<file path="config.mk">
export PLATFORM = sky130hd
export DESIGN_NAME = clock_enable_gen
export DESIGN_NICKNAME = d
export VERILOG_FILES = /design/src/rtl/clken_pkg.sv /design/src/rtl/clken_channel.sv /design/src/rtl/clock_enable_gen.sv
export SDC_FILE = /design/constraint.sdc
export NUM_CORES = 1
export LEC_CHECK = 0
export ABC_AREA = 1
export BUFFER_PORTS_ARGS = -buffer_cell sky130_fd_sc_hd__buf_2
export CORE_UTILIZATION = 40
export DETAILED_ROUTE_END_ITERATION = 7
export GPL_ROUTABILITY_DRIVEN = 0
export SYNTH_ARGS = -nofsm -noshare
export SYNTH_HDL_FRONTEND = slang
export SYNTH_HIERARCHICAL = 1
export SYNTH_SLANG_ARGS = --single-unit
</file>
<file path="constraint.sdc">
create_clock -name clock100 -period 2.9 [get_ports clock100]
set_input_delay 0.58 -clock clock100 [delete_from_list [all_inputs] [get_ports clock100]]
set_output_delay 0.58 -clock clock100 [all_outputs]
set_load 0.05 [all_outputs]
</file>
<file path="src/rtl/clken_pkg.sv">
// Shared constants and helpers for the clock-enable generator.
package clken_pkg;

    localparam int unsigned DEFAULT_DIV = 4;

    // A zero divisor would never wrap, so it is stored as 1 (tick every cycle).
    function automatic logic [31:0] clamp_div(input logic [31:0] d);
        return (d == '0) ? 32'd1 : d;
    endfunction

endpackage

</file>
<file path="src/rtl/clken_channel.sv">
// One enable channel: counter, active/pending divisor, tick strobe.
// Optional square output when CLKEN_SQUARE_OUT_EN is defined.
module clken_channel #(
    parameter int unsigned WIDTH       = 24,
    parameter int unsigned DEFAULT_DIV = clken_pkg::DEFAULT_DIV
) (
    input  logic             clock100,
    input  logic             reset,
    input  logic             run,
    input  logic [WIDTH-1:0] div_in,
    input  logic             load,
    output logic             tick,
    output logic             load_pending
`ifdef CLKEN_SQUARE_OUT_EN
    ,
    output logic             sq
`endif
);
    import clken_pkg::*;

    localparam logic [WIDTH-1:0] RESET_DIV = WIDTH'(clamp_div(32'(DEFAULT_DIV)));

    logic [WIDTH-1:0] cnt;
    logic [WIDTH-1:0] div_act;
    logic [WIDTH-1:0] div_pend;
    logic [WIDTH-1:0] div_clamped;
    logic             pend;
    logic             wrap;

    assign div_clamped  = WIDTH'(clamp_div(32'(div_in)));
    assign wrap         = run && (cnt == div_act - WIDTH'(1));
    assign load_pending = pend;

    always_ff @(posedge clock100 or posedge reset) begin
        if (reset) begin
            cnt      <= '0;
            div_act  <= RESET_DIV;
            div_pend <= RESET_DIV;
            pend     <= 1'b0;
            tick     <= 1'b0;
`ifdef CLKEN_SQUARE_OUT_EN
            sq       <= 1'b0;
`endif
        end else begin
            tick <= wrap;
            if (run) begin
                if (wrap) begin
                    cnt <= '0;
                    if (pend) begin
                        div_act <= div_pend;
                        pend    <= 1'b0;
                    end
                end else begin
                    cnt <= cnt + WIDTH'(1);
                end
            end else if (pend) begin
                div_act <= div_pend;
                cnt     <= '0;
                pend    <= 1'b0;
            end
            // A coincident load lands after the apply, so it waits for the next one.
            if (load) begin
                div_pend <= div_clamped;
                pend     <= 1'b1;
            end
`ifdef CLKEN_SQUARE_OUT_EN
            if (wrap) begin
                sq <= ~sq;
            end
`endif
        end
    end

endmodule

</file>
<file path="src/rtl/clock_enable_gen.sv">
// Multi-channel clock-enable generator on the 100 MHz system clock.
// Define CLKEN_SQUARE_OUT_EN to add the 50 % duty sq outputs.
module clock_enable_gen #(
    parameter int unsigned CHANNELS    = 2,
    parameter int unsigned WIDTH       = 24,
    parameter int unsigned DEFAULT_DIV = clken_pkg::DEFAULT_DIV,
    localparam int unsigned SEL_W      = (CHANNELS > 1) ? $clog2(CHANNELS) : 1
) (
    input  logic                clock100,
    input  logic                reset,
    input  logic [CHANNELS-1:0] run,
    input  logic [WIDTH-1:0]    div_in,
    input  logic [SEL_W-1:0]    div_sel,
    input  logic                div_load,
    output logic [CHANNELS-1:0] tick,
    output logic [CHANNELS-1:0] load_pending
`ifdef CLKEN_SQUARE_OUT_EN
    ,
    output logic [CHANNELS-1:0] sq
`endif
);
    import clken_pkg::*;

    logic [CHANNELS-1:0] load;

    // Selects at or above CHANNELS match no channel, so such loads are dropped.
    always_comb begin
        load = '0;
        for (int unsigned i = 0; i < CHANNELS; i++) begin
            if (div_load && (32'(div_sel) == i)) begin
                load[i] = 1'b1;
            end
        end
    end

    for (genvar g = 0; g < CHANNELS; g++) begin : gen_ch
        clken_channel #(
            .WIDTH       (WIDTH),
            .DEFAULT_DIV (DEFAULT_DIV)
        ) u_ch (
            .clock100     (clock100),
            .reset        (reset),
            .run          (run[g]),
            .div_in       (div_in),
            .load         (load[g]),
            .tick         (tick[g]),
            .load_pending (load_pending[g])
`ifdef CLKEN_SQUARE_OUT_EN
            ,
            .sq           (sq[g])
`endif
        );
    end

endmodule
</file>
==> metrics.md <==
| Metric | Value |
|---|---|
| Status | `complete, no violations` |
| Final ANT Viol Nets | `0` |
| # IOs | `34` |
| Pre-Repair DR Iteration Count | `5` |
| Async SR Flop Fraction | `1.00` |
| Register clock-pin slew on the reported worst setup and hold paths | `about 0.06 ns` |
| Simple-gate area share of the yosys netlist | `0.383` |
| Syn Inst Count | `roughly 1200` |
| Initial DRC count | `roughly 530` |
| Drt wl/cell | `around 15 um` |
| Largest net degree at the start of global routing | `75` |
| Via count | `between 7000 and 8000` |
| Nets | `1294` |
| First-pass GRT wire length | `~39000 um` |
| Antenna fix cells | `0` |
| Total Die Area | `23000 um2` |
| Number of enable flip-flop cells after synthesis | `0` |
| Leakage | `between 4 and 5 nW` |
| Syn Area/Cell | `7.24 um2` |
| Layout area overhead | `11.0%` |
| Register area share after synthesis | `0.415` |
| Residual DRC | `0` |
| Achievable clock frequency | `about 390 MHz` |
| Synth area leader | `dfrtp_1` |
| Post-Route WL | `about 23000 um` |
| Post-synthesis mux area share | `0.00112` |
| Worst Clk Skew | `between 0.01 and 0.015 ns` |
| Critical path class | `register to register` |
| Tot GR Track Use | `0.220` |
| Layout cell share with drive strength beyond 1 | `0.104` |
| Vias in the first global route | `roughly 7200` |
| CTS max path bufs | `2` |
| Port Buffers | `33` |
| Worst slew pin tran | `between 0.5 and 0.6 ns` |
| Die Y | `about 150 um` |
| Fin. Hold Viols | `0` |
| CP endpoint | `gen_ch[1].u_ch/div_act[15]` |
| Post-synth top cells | `nand2_1 (446), dfrtp_1 (144), nor2_1 (132)` |
| Post-route clock period utilization | `0.889` |
| Max-slew headroom | `0.623` |
| Fillers | `2325` |
| Yosys top cell area share | `0.403` |
| Total negative setup slack | `0 ns` |
| Endpoint class of the critical path | `register` |
| Pwr per Cell Area | `652 nW/um2` |
| Setup violations, final | `0` |
| Crit path launch type | `register` |
| Primary FF master, synth | `dfrtp_1` |
| Row cnt | `54` |
| Syn Nets | `around 1300` |
| Multi-input gate area | `approximately 4600 um2` |
| Reg2Reg Depth | `17` |
| R2r setup slk | `about 0.32 ns` |
| Power Total | `~0.0065 W` |
| Gr ovfl total | `0` |
| Num CTS Buffers | `17` |
| RSZ-0062 raised after global routing | `no` |
| Top-count cell post-synth | `nand2_1` |
| Min Clock Period, post-route | `roughly 2.6 ns` |
| Fraction of the mapped netlist area in adder cells | `0.00560` |
| Initial Utilization | `0.409` |
| TritonCTS clock tree | `done` |
| Yosys warns | `6` |
| Reg2reg start | `gen_ch[1].u_ch/div_act[0]` |
| Post-synthesis xor/xnor area fraction | `0.0865` |
| Worst Path Required | `3.22 ns` |
| Core ar. | `roughly 22000 um2` |
| Worst Setup SP | `gen_ch[1].u_ch/div_act[0]` |
| H-Tree Level Count | `4` |
| Synth Area in Compound Gates | `0.0348` |
| Post-DP HPWL | `approximately 17000 um` |
| Min-delay worst type | `input port to asynchronous set/reset pin` |
| DIE WIDTH | `between 150 and 200 um` |
| Yosys reg bits | `about 150` |
| Worst vdd rail ir drop | `approximately 410 uV` |
| Slew Limit Fails | `0` |
| Clock sinks | `between 100 and 150` |
| CTS Root Cell | `clkbuf_16` |
| Drt via density | `approximately 5` |
| MaxCap Viol Count | `0` |
| Top cells by area, synth | `dfrtp_1 (40%), nand2_1 (19%), nand3_1 (6.0%)` |
| Main combinational cell family by area after synthesis | `simple AND/OR/NAND/NOR gates` |
| Register Area | `3710 um2` |
| Crit path arrival time | `2.89 ns` |
| Cell Area, Synth | `8940 um2` |
| CP Max Fanout | `24` |
| Unique masters post-synth | `39` |
| Worst-Skew Late Latency | `between 0.4 and 0.5 ns` |
| Initial antenna violation count | `0` |
| Setup Buffers After CTS | `0` |
| Critical R2R Capture | `gen_ch[1].u_ch/div_act[15]` |
[critical path, stage by stage, from the launching register on]
cell and delay, ns:
dfrtp_1 0.43, inv_1 0.12, ha_2 0.23, nand2_1 0.07, nor2_1 0.25, nand2_1 0.12
nand3_1 0.10, nand2_1 0.06, nor2_1 0.08, nand2_1 0.07, nor2_1 0.13, nand2_1 0.11
nor2_4 0.11, nand2_4 0.10, nand2_8 0.13, nand2_4 0.18, nand2_1 0.12, nand2_1 0.06
[routing by layer]
layer  routed length, um  track usage  vias to the layer above
met5                   0            0                        -
met4                 224       0.0525                        0
met3                1330       0.0428                       15
met2                9830        0.315                      194
met1               11800        0.338                     3648
li1                    -            -                     3968
[state kept, by name, indices dropped and copies added (netlist names)]
register,count
gen_ch.u_ch/cnt,48
gen_ch.u_ch/div_act,48
gen_ch.u_ch/load_pending,2
gen_ch.u_ch/div_pend,48
gen_ch.u_ch/tick,2
[power breakdown]
group / switching [W] / leakage, nW / internal (W)
registers: 0.000333 / 1.91 / 0.00233
clock network: 0.000955 / 0.276 / 0.00121
logic: 0.00106 / 2.79 / 0.000592
[placed cells by master, fill, tap and decap left out, types with 11 or more instances in the layout]
| cell | count |
|---|---|
| o22ai_1 | 25 |
| nor3_1 | 14 |
| nor2_2 | 16 |
| buf_2 | 33 |
| xnor2_1 | 26 |
| xor2_1 | 57 |
| nor4_1 | 12 |
| nand3b_1 | 11 |
| inv_2 | 11 |
| nand3_1 | 107 |
| nand4_1 | 27 |
| inv_1 | 101 |
| nand2_1 | 446 |
| dfrtp_1 | 144 |
| nor2_1 | 132 |
| clkbuf_16 | 17 |
| buf_4 | 13 |
[area by class of cell]
cell class,count,share of cell area
clock buffer,18,0.0432
clock inverter,14,0.0144
inverter,113,0.0427
multi-input combinational,932,0.460
sequential,148,0.374
tap,280,0.0353
timing repair buffer,48,0.0305
[worst min-delay path by stage]
| stage | from | endpoint | slack (ns) | depth (start not counted) |
|---|---|---|---|---|
| floorplan | gen_ch[0].u_ch/div_pend[18] | gen_ch[0].u_ch/div_pend[18] | 0.44 | 2 |
| global placement | gen_ch[1].u_ch/div_pend[2] | gen_ch[1].u_ch/div_pend[2] | 0.45 | 2 |
| detailed placement | gen_ch[1].u_ch/div_pend[4] | gen_ch[1].u_ch/div_pend[4] | 0.46 | 2 |
| CTS | reset | gen_ch[1].u_ch/div_pend[8] | 0.25 | 2 |
| global route | reset | gen_ch[1].u_ch/div_pend[8] | 0.28 | 2 |
| finish | reset | gen_ch[1].u_ch/div_pend[7] | 0.23 | 2 |
[per-stage QoR]
step / cell area [um2] / hold slack, ns / util / std cells / worst slack (ns)
after floorplan: 8940 / 0.443 / - / 1235 / 0.442
after global placement: 9350 / 0.454 / 0.427 / 1521 / 0.281
after detailed placement: 9350 / 0.459 / 0.427 / 1521 / 0.271
after CTS: 9930 / 0.246 / 0.453 / 1553 / 0.268
after global routing: 9930 / 0.275 / 0.454 / 1553 / 0.0456
final: 9930 / 0.233 / 0.454 / 1553 / 0.323
[repair_timing]
| action | 4_1_cts | 5_1_grt |
|---|---|---|
| hold buffers | 0 | 0 |
| gates resized for setup | 0 | 1 |
| hold endpoints to repair | 0 | 0 |
| setup endpoints to repair | 0 | 10 |
[logic make-up after synthesis]
logic type,after synthesis
AND/OR/NAND/NOR,789
flip-flops,148
buffers and inverters,155
AO/OA/AOI/OAI,53
adder cells (fa/ha/maj),4
multiplexers,1
XOR/XNOR,85
(Power assumes the default switching activity.)
